### src/rtl/shared_divider.sv
// Iterative unsigned radix-2 restoring divider shared between two operand channels.
// One quotient bit per cycle; result registers update only on completion.
module shared_divider #(
  parameter int WIDTH = 16
) (
  input  logic             clk,
  input  logic             rst,
  input  logic             start,
  input  logic             sel,
  input  logic [WIDTH-1:0] dividend_a,
  input  logic [WIDTH-1:0] divisor_a,
  input  logic [WIDTH-1:0] dividend_b,
  input  logic [WIDTH-1:0] divisor_b,
  output logic [WIDTH-1:0] quotient,
  output logic [WIDTH-1:0] remainder,
  output logic             busy,
  output logic             ready,
  output logic             div_zero,
  output logic             owner
);

  localparam int CW = $clog2(WIDTH + 1);

  typedef enum logic {IDLE, RUN} state_t;

  state_t           state, state_next;
  logic [CW-1:0]    cnt;
  logic [WIDTH-1:0] prem, work, dsr;
  logic [WIDTH-1:0] prem_next, work_next;
  logic [WIDTH:0]   step;
  logic             accept, last;

  // One restoring step: returns {quotient bit, new partial remainder}.
  // The shifted remainder needs WIDTH+1 bits so the trial subtract can borrow.
  function automatic logic [WIDTH:0] trial_step(input logic [WIDTH-1:0] p,
                                                input logic             msb,
                                                input logic [WIDTH-1:0] d);
    logic [WIDTH:0] sh, diff;
    sh   = {p, msb};
    diff = sh - {1'b0, d};
    if (!diff[WIDTH]) return {1'b1, diff[WIDTH-1:0]};
    else              return {1'b0, sh[WIDTH-1:0]};
  endfunction

  always_comb begin
    step      = trial_step(prem, work[WIDTH-1], dsr);
    prem_next = step[WIDTH-1:0];
    work_next = {work[WIDTH-2:0], step[WIDTH]};
  end

  assign accept = (state == IDLE) && start;
  assign last   = (state == RUN) && (cnt == CW'(1));
  assign busy   = (state == RUN);

  always_comb begin
    state_next = state;
    case (state)
      IDLE:    if (start) state_next = RUN;
      RUN:     if (last)  state_next = IDLE;
      default: state_next = IDLE;
    endcase
  end

  always_ff @(posedge clk or negedge rst) begin
    if (!rst) begin
      state     <= IDLE;
      cnt       <= '0;
      ready     <= 1'b0;
      div_zero  <= 1'b0;
      owner     <= 1'b0;
      quotient  <= '0;
      remainder <= '0;
    end else begin
      state <= state_next;
      ready <= last;
      if (accept) begin
        cnt      <= CW'(WIDTH);
        owner    <= sel;
        div_zero <= sel ? (divisor_b == '0) : (divisor_a == '0);
      end else if (state == RUN) begin
        cnt <= cnt - CW'(1);
      end
      if (last) begin
        quotient  <= work_next;
        remainder <= prem_next;
      end
    end
  end

  // Working datapath: operands are latched once, so inputs may change mid-run.
  always_ff @(posedge clk) begin
    if (accept) begin
      prem <= '0;
      work <= sel ? dividend_b : dividend_a;
      dsr  <= sel ? divisor_b  : divisor_a;
    end else if (state == RUN) begin
      prem <= prem_next;
      work <= work_next;
    end
  end

endmodule

### config.mk
export PLATFORM = sky130hd
export DESIGN_NAME = shared_divider
export DESIGN_NICKNAME = d
export VERILOG_FILES = /design/src/rtl/shared_divider.sv
export SDC_FILE = /design/constraint.sdc
export NUM_CORES = 1
export LEC_CHECK = 0
export ABC_AREA = 1
export BUFFER_PORTS_ARGS = -buffer_cell sky130_fd_sc_hd__buf_4
export CORE_MARGIN = 2
export CORE_UTILIZATION = 50
export DETAILED_ROUTE_END_ITERATION = 16
export PLACE_DENSITY = 0.77
export SLEW_MARGIN = 10
export SYNTH_ARGS = -nofsm -noshare
export SYNTH_HDL_FRONTEND = slang
export SYNTH_SLANG_ARGS = --single-unit
### constraint.sdc
create_clock -name clk -period 2.19 [get_ports clk]
set_input_delay 0.219 -clock clk [delete_from_list [all_inputs] [get_ports clk]]
set_output_delay 0.219 -clock clk [all_outputs]
set_load 0.01 [all_outputs]
# Word level (Yosys, flattened, before mapping)
# Index checks and enable logic that the tools add are counted.
[op_classes] add_sub_neg=2 n_eq_ne=1 mux=11 bitwise=1 n_reduce_logical=5
[ops] cell="two-way mux 16 bit" count=4
[ops] cell="zero test 16 bit" count=2
[ops] cell="two-way mux 17 bit" count=1
[ops] cell="subtractor 17 x 16 -> 17 bit" count=1
[ops] cell="two-way mux 5 bit" count=2
[ops] cell="== test 5 x 1 -> 1 bit, second input constant" count=1
[ops] cell="subtractor 5 x 1 -> 5 bit, second input constant" count=1
[ops] cell="two-way mux 1 bit" count=3
[ops] cell="logical AND 1 bit" count=2
[ops] cell="case mux 1 bit (2 select lines)" count=1
[ops] cell="nonzero test 2 bit" count=1
[ops] cell="inverter 1 bit" count=1
[word_totals] regBits=89 in_bits=68 output_inout_bits=36 elab_cells=30

# Logic depth before layout (Yosys ltp)
[logic_depth] depth_word=4 mapped_depth=16 ltp_nobuf=16

# Least setup slack after synthesis
# Ideal clock, no wire load.
[synth_timing] path_kind="register to register" start="reg work[15]" end="reg work[0] (data pin)" setup_time_ps=261 t_arrival_ps=1850 t_required_ps=1929 setup_slack_ps=80 stages_incl_launch_ff=15 n_path_buf=1 synth_period_minus_slack_ps=2110 cell_sequence="edfxtp_1 > inv_1 > ha_1 > fa_1 > inv_1 > nand2_1 > nand2_1 > nand3_1 > nand2_1 > nand2_2 > nand3_4 > nand2_8 > buf_8 > nand2_1 > o31ai_1"
[synth_between] elab_chain_cells=4
[synth_rtl] element="from (decl)" line="28" text="logic [WIDTH-1:0] prem, work, dsr;"
[synth_rtl] element="from (signal assigned)" line="94" text="work <= sel ? dividend_b : dividend_a;"
[synth_rtl] element="from (signal assigned)" line="98" text="work <= work_next;"
[synth_rtl] element="subtractor 17 x 16 -> 17 bit" line="40" text="diff = sh - {1'b0, d};"
[synth_rtl] element="two-way mux 17 bit" line="41" text="if (!diff[WIDTH]) return {1'b1, diff[WIDTH-1:0]};"
[synth_rtl] element="two-way mux 16 bit" line="96" text="end else if (state == RUN) begin"
[synth_rtl] element="two-way mux 16 bit" line="92" text="if (accept) begin"
# Every way passes these cells. The select of a mux whose other input is x is not followed.
# A chain may end at the register's enable or synchronous reset.

# Worst setup path after layout
[layout_timing] start="reg dsr[0]" end="reg work[0] (data pin)"
[layout_between] elab_chain_cells=4
[layout_rtl] element="from (decl)" line="28"
[layout_rtl] element="from (signal assigned)" line="95" text="dsr <= sel ? divisor_b : divisor_a;"
[layout_rtl] element="subtractor 17 x 16 -> 17 bit" line="40"
[layout_rtl] element="two-way mux 17 bit" line="41"
[layout_rtl] element="two-way mux 16 bit" line="96"
[layout_rtl] element="two-way mux 16 bit" line="92"
# Every way passes these cells. The select of a mux whose other input is x is not followed.

==> flow_summary.ini <==
[outcome]
status = completed

[floorplan]
floorplan.die_area_sq_um = 11020
initial_core_util_pct = 51.90
rows = 36
io_pins = 104
core_area_sq_um = 9819
die_height_um = 105.0
die_w_um = 105.0

[route]
drt-total-wl_um = 12430
drc_errors = 0
drtAntennaViolNets = 0
initialDrtViolationCount = 190
num_vias = 4592
wl_per_cell_um = 13.53
via_per_inst = 4.997
firstDrtPassIters = 4

[timing]
hold_violations = 0
fin_skew_ns = 0.01642
period_minus_slack_ns = 2.129
setup_viol = 0
tightestPinTransition_ns = 0.5198
finalCritPeriodShare_pct = 97.21
fmax_mhz = 469.7
maxSlewHeadroom_pct = 65.35
setup_tns_ns = 0
grt_setup_unrepaired = yes
drv_slew = 0

[finish]
finalNonFillerCells = 919
drive_gt1_share_pct = 23.54
fillCellCount = 882
final_common_cell = nand2_1
final_nets = 868
diodes = 0
multi_input_area_sq_um = 2412
syn2layout_area_growth_pct = 26.42
seq_area_sq_um = 2307
layout_common_cells = nand2_1 (223), buf_4 (118), inv_1 (97)

[cts]
cts_buffer_depth = 2
cts-root-buf = clkbuf_8
cts_tree = built
cts.sinks = 89
cts_buffers = 9
cts.htree.levels = 3
clk_pin_slew_worst_paths_ns = 0.09
clk_latency_ns = 0.37

[critical_path]
critPathKind = reg -> reg
crit_path_end_kind = flop
cp-start-kind = flop
ff2ff_path_depth = 13
critPathMaxFanout = 5
worst-r2r-setup-slack_ns = 0.06
reg2reg_from = dsr[0]$_DFFE_PP_
worstPathArrival_ns = 2.25
required_ns = 2.31
crit_start = dsr[0]$_DFFE_PP_

[worst_hold_path]
min_from = divisor_a[6]
hold_path_class = in -> reg
holdPathStages = 3

[place]
portBuffers = 103
routabilityCongestion = 0.8899
hpwl_um = 9539
dp.cells = 894

[yosys]
syn-num-nets = 753
synth_cells = 666
ys_seq_area_share_pct = 45.27
synthDistinctLibCells = 40
ys_ff_latch = 89
synth_edf_count = 32
synthArstFlopShare_pct = 46.07
synth_ff_type = dfrtp_1
ys.warnings.count = 0
avgSynthCellArea_sq_um = 7.652
syn_area_sq_um = 5096

[grt]
grt_overflow_total = 0
grtUsageTotal_pct = 23.27
antenna_found_initial = 0
grt_pass1_vias = 4378
grt_max_degree = 42
grt_pass1_wl_um = 20490

[power_and_ir_drop]
power_w = 0.009375
ir_drop_v = 0.0005867
p_leak_nw = 3.406
p_per_area_nw_per_um2 = 1455

[job]
maxCapViolCount = 0
## stage by stage
step | instance area [sq um] | hold slack [ns] | util [%] | worst slack (ns)
global route | 6442 | 0.1382 | 65.61 | -0.02756
CTS | 6272 | 0.1351 | 63.88 | -0.009557
finish | 6442 | 0.1367 | 65.61 | 0.06104
detailed placement | 6058 | 0.2421 | 61.70 | 0.01877
floorplan | 5096 | -0.07659 | - | 0.07969
global placement | 6058 | 0.2321 | 61.70 | 0.09094
## area by class of cell
| class | instances | area share [%] |
|---|---|---|
| well taps | 133 | 2.583 |
| clock buffers | 12 | 2.408 |
| inverters | 100 | 5.826 |
| clock inverters | 4 | 0.5244 |
| flip-flops and latches | 89 | 35.81 |
| multi-input cells | 457 | 37.44 |
| repair buffers | 124 | 15.40 |
## worst paths after layout
check	end
min in group asynchronous	remainder[1]$_DFFE_PN0P_
worst min-delay path	dsr[6]$_DFFE_PP_
worst min register to register	remainder[1]$_DFFE_PN0P_
worst max-delay path	work[0]$_DFFE_PP_
max in group asynchronous	remainder[14]$_DFFE_PN0P_
worst max register to register	work[0]$_DFFE_PP_
## Yosys cell counts (2+ instances only)
cell type / instances / area [sq um]
nand2_1: 230 / 863.3
inv_1: 99 / 371.6
nand3_1: 46 / 230.2
dfrtp_1: 41 / 1026
o21ai_0: 40 / 200.2
nor2_1: 37 / 138.9
edfxtp_1: 32 / 960.9
ha_1: 18 / 225.2
dfxtp_1: 16 / 320.3
o22ai_1: 16 / 100.1
clkbuf_1: 13 / 48.80
nand2_2: 13 / 81.33
nand3b_2: 8 / 90.09
a21oi_1: 7 / 35.03
buf_2: 5 / 25.02
nand4_1: 5 / 31.28
nor4_1: 4 / 25.02
xnor2_1: 4 / 35.03
and2_1: 3 / 18.77
nand3b_1: 3 / 22.52
nor3_1: 3 / 15.01
xor2_1: 3 / 26.28
and3_1: 2 / 12.51
buf_6: 2 / 22.52
## cell families after synthesis
| group | after synthesis | share of synthesized area, % |
|---|---|---|
| buf+inv | 122 | 9.624 |
| xor+xnor | 7 | 1.203 |
| compound gates | 68 | 7.464 |
| simple gates | 361 | 31.62 |
| fa+ha+maj | 19 | 4.812 |
| flops | 89 | 45.27 |
## worst max-delay path: stages, from the launching register on
cell and delay (ns):
edfxtp_1 0.39, ha_2 0.20, fa_2 0.35, inv_2 0.05
nand2_1 0.05, nand2_2 0.11, nand3_2 0.07, nand2_2 0.09
nand2_4 0.07, nand3_4 0.17, buf_12 0.14, nand2_8 0.07
nand2_2 0.06, o31ai_1 0.06
## registers in the layout, summed over array words and instances, names as in the netlist
register	cells
work	16
dsr	16
quotient	16
prem	16
busy	1
remainder	16
owner	1
ready	1
cnt	5
div_zero	1
## layer usage
| metal | global-route usage [%] | vias up | part of all wire (%) |
|---|---|---|---|
| li1 | - | 2348 | - |
| met1 | 31.17 | 2093 | 46 |
| met2 | 38.54 | 137 | 47 |
| met3 | 4.367 | 14 | 5.9 |
| met4 | 6.762 | 0 | 1.3 |
| met5 | 0 | - | 0 |
## power breakdown
part           leakage [nW]  switching (W)  internal (W)
clock                0.0989       0.000597      0.000487
combinational          2.34        0.00307       0.00224
sequential            0.970       0.000464       0.00251
## repair_timing
action	in CTS	in global routing
gates cloned	1	2
setup endpoints to repair	1	34
hold buffers	1	0
pin swaps	1	9
buffers inserted	0	5
resized for setup	1	21
endpoints found under the hold margin	41	0
No activity file was read; power rests on OpenSTA's default activity.
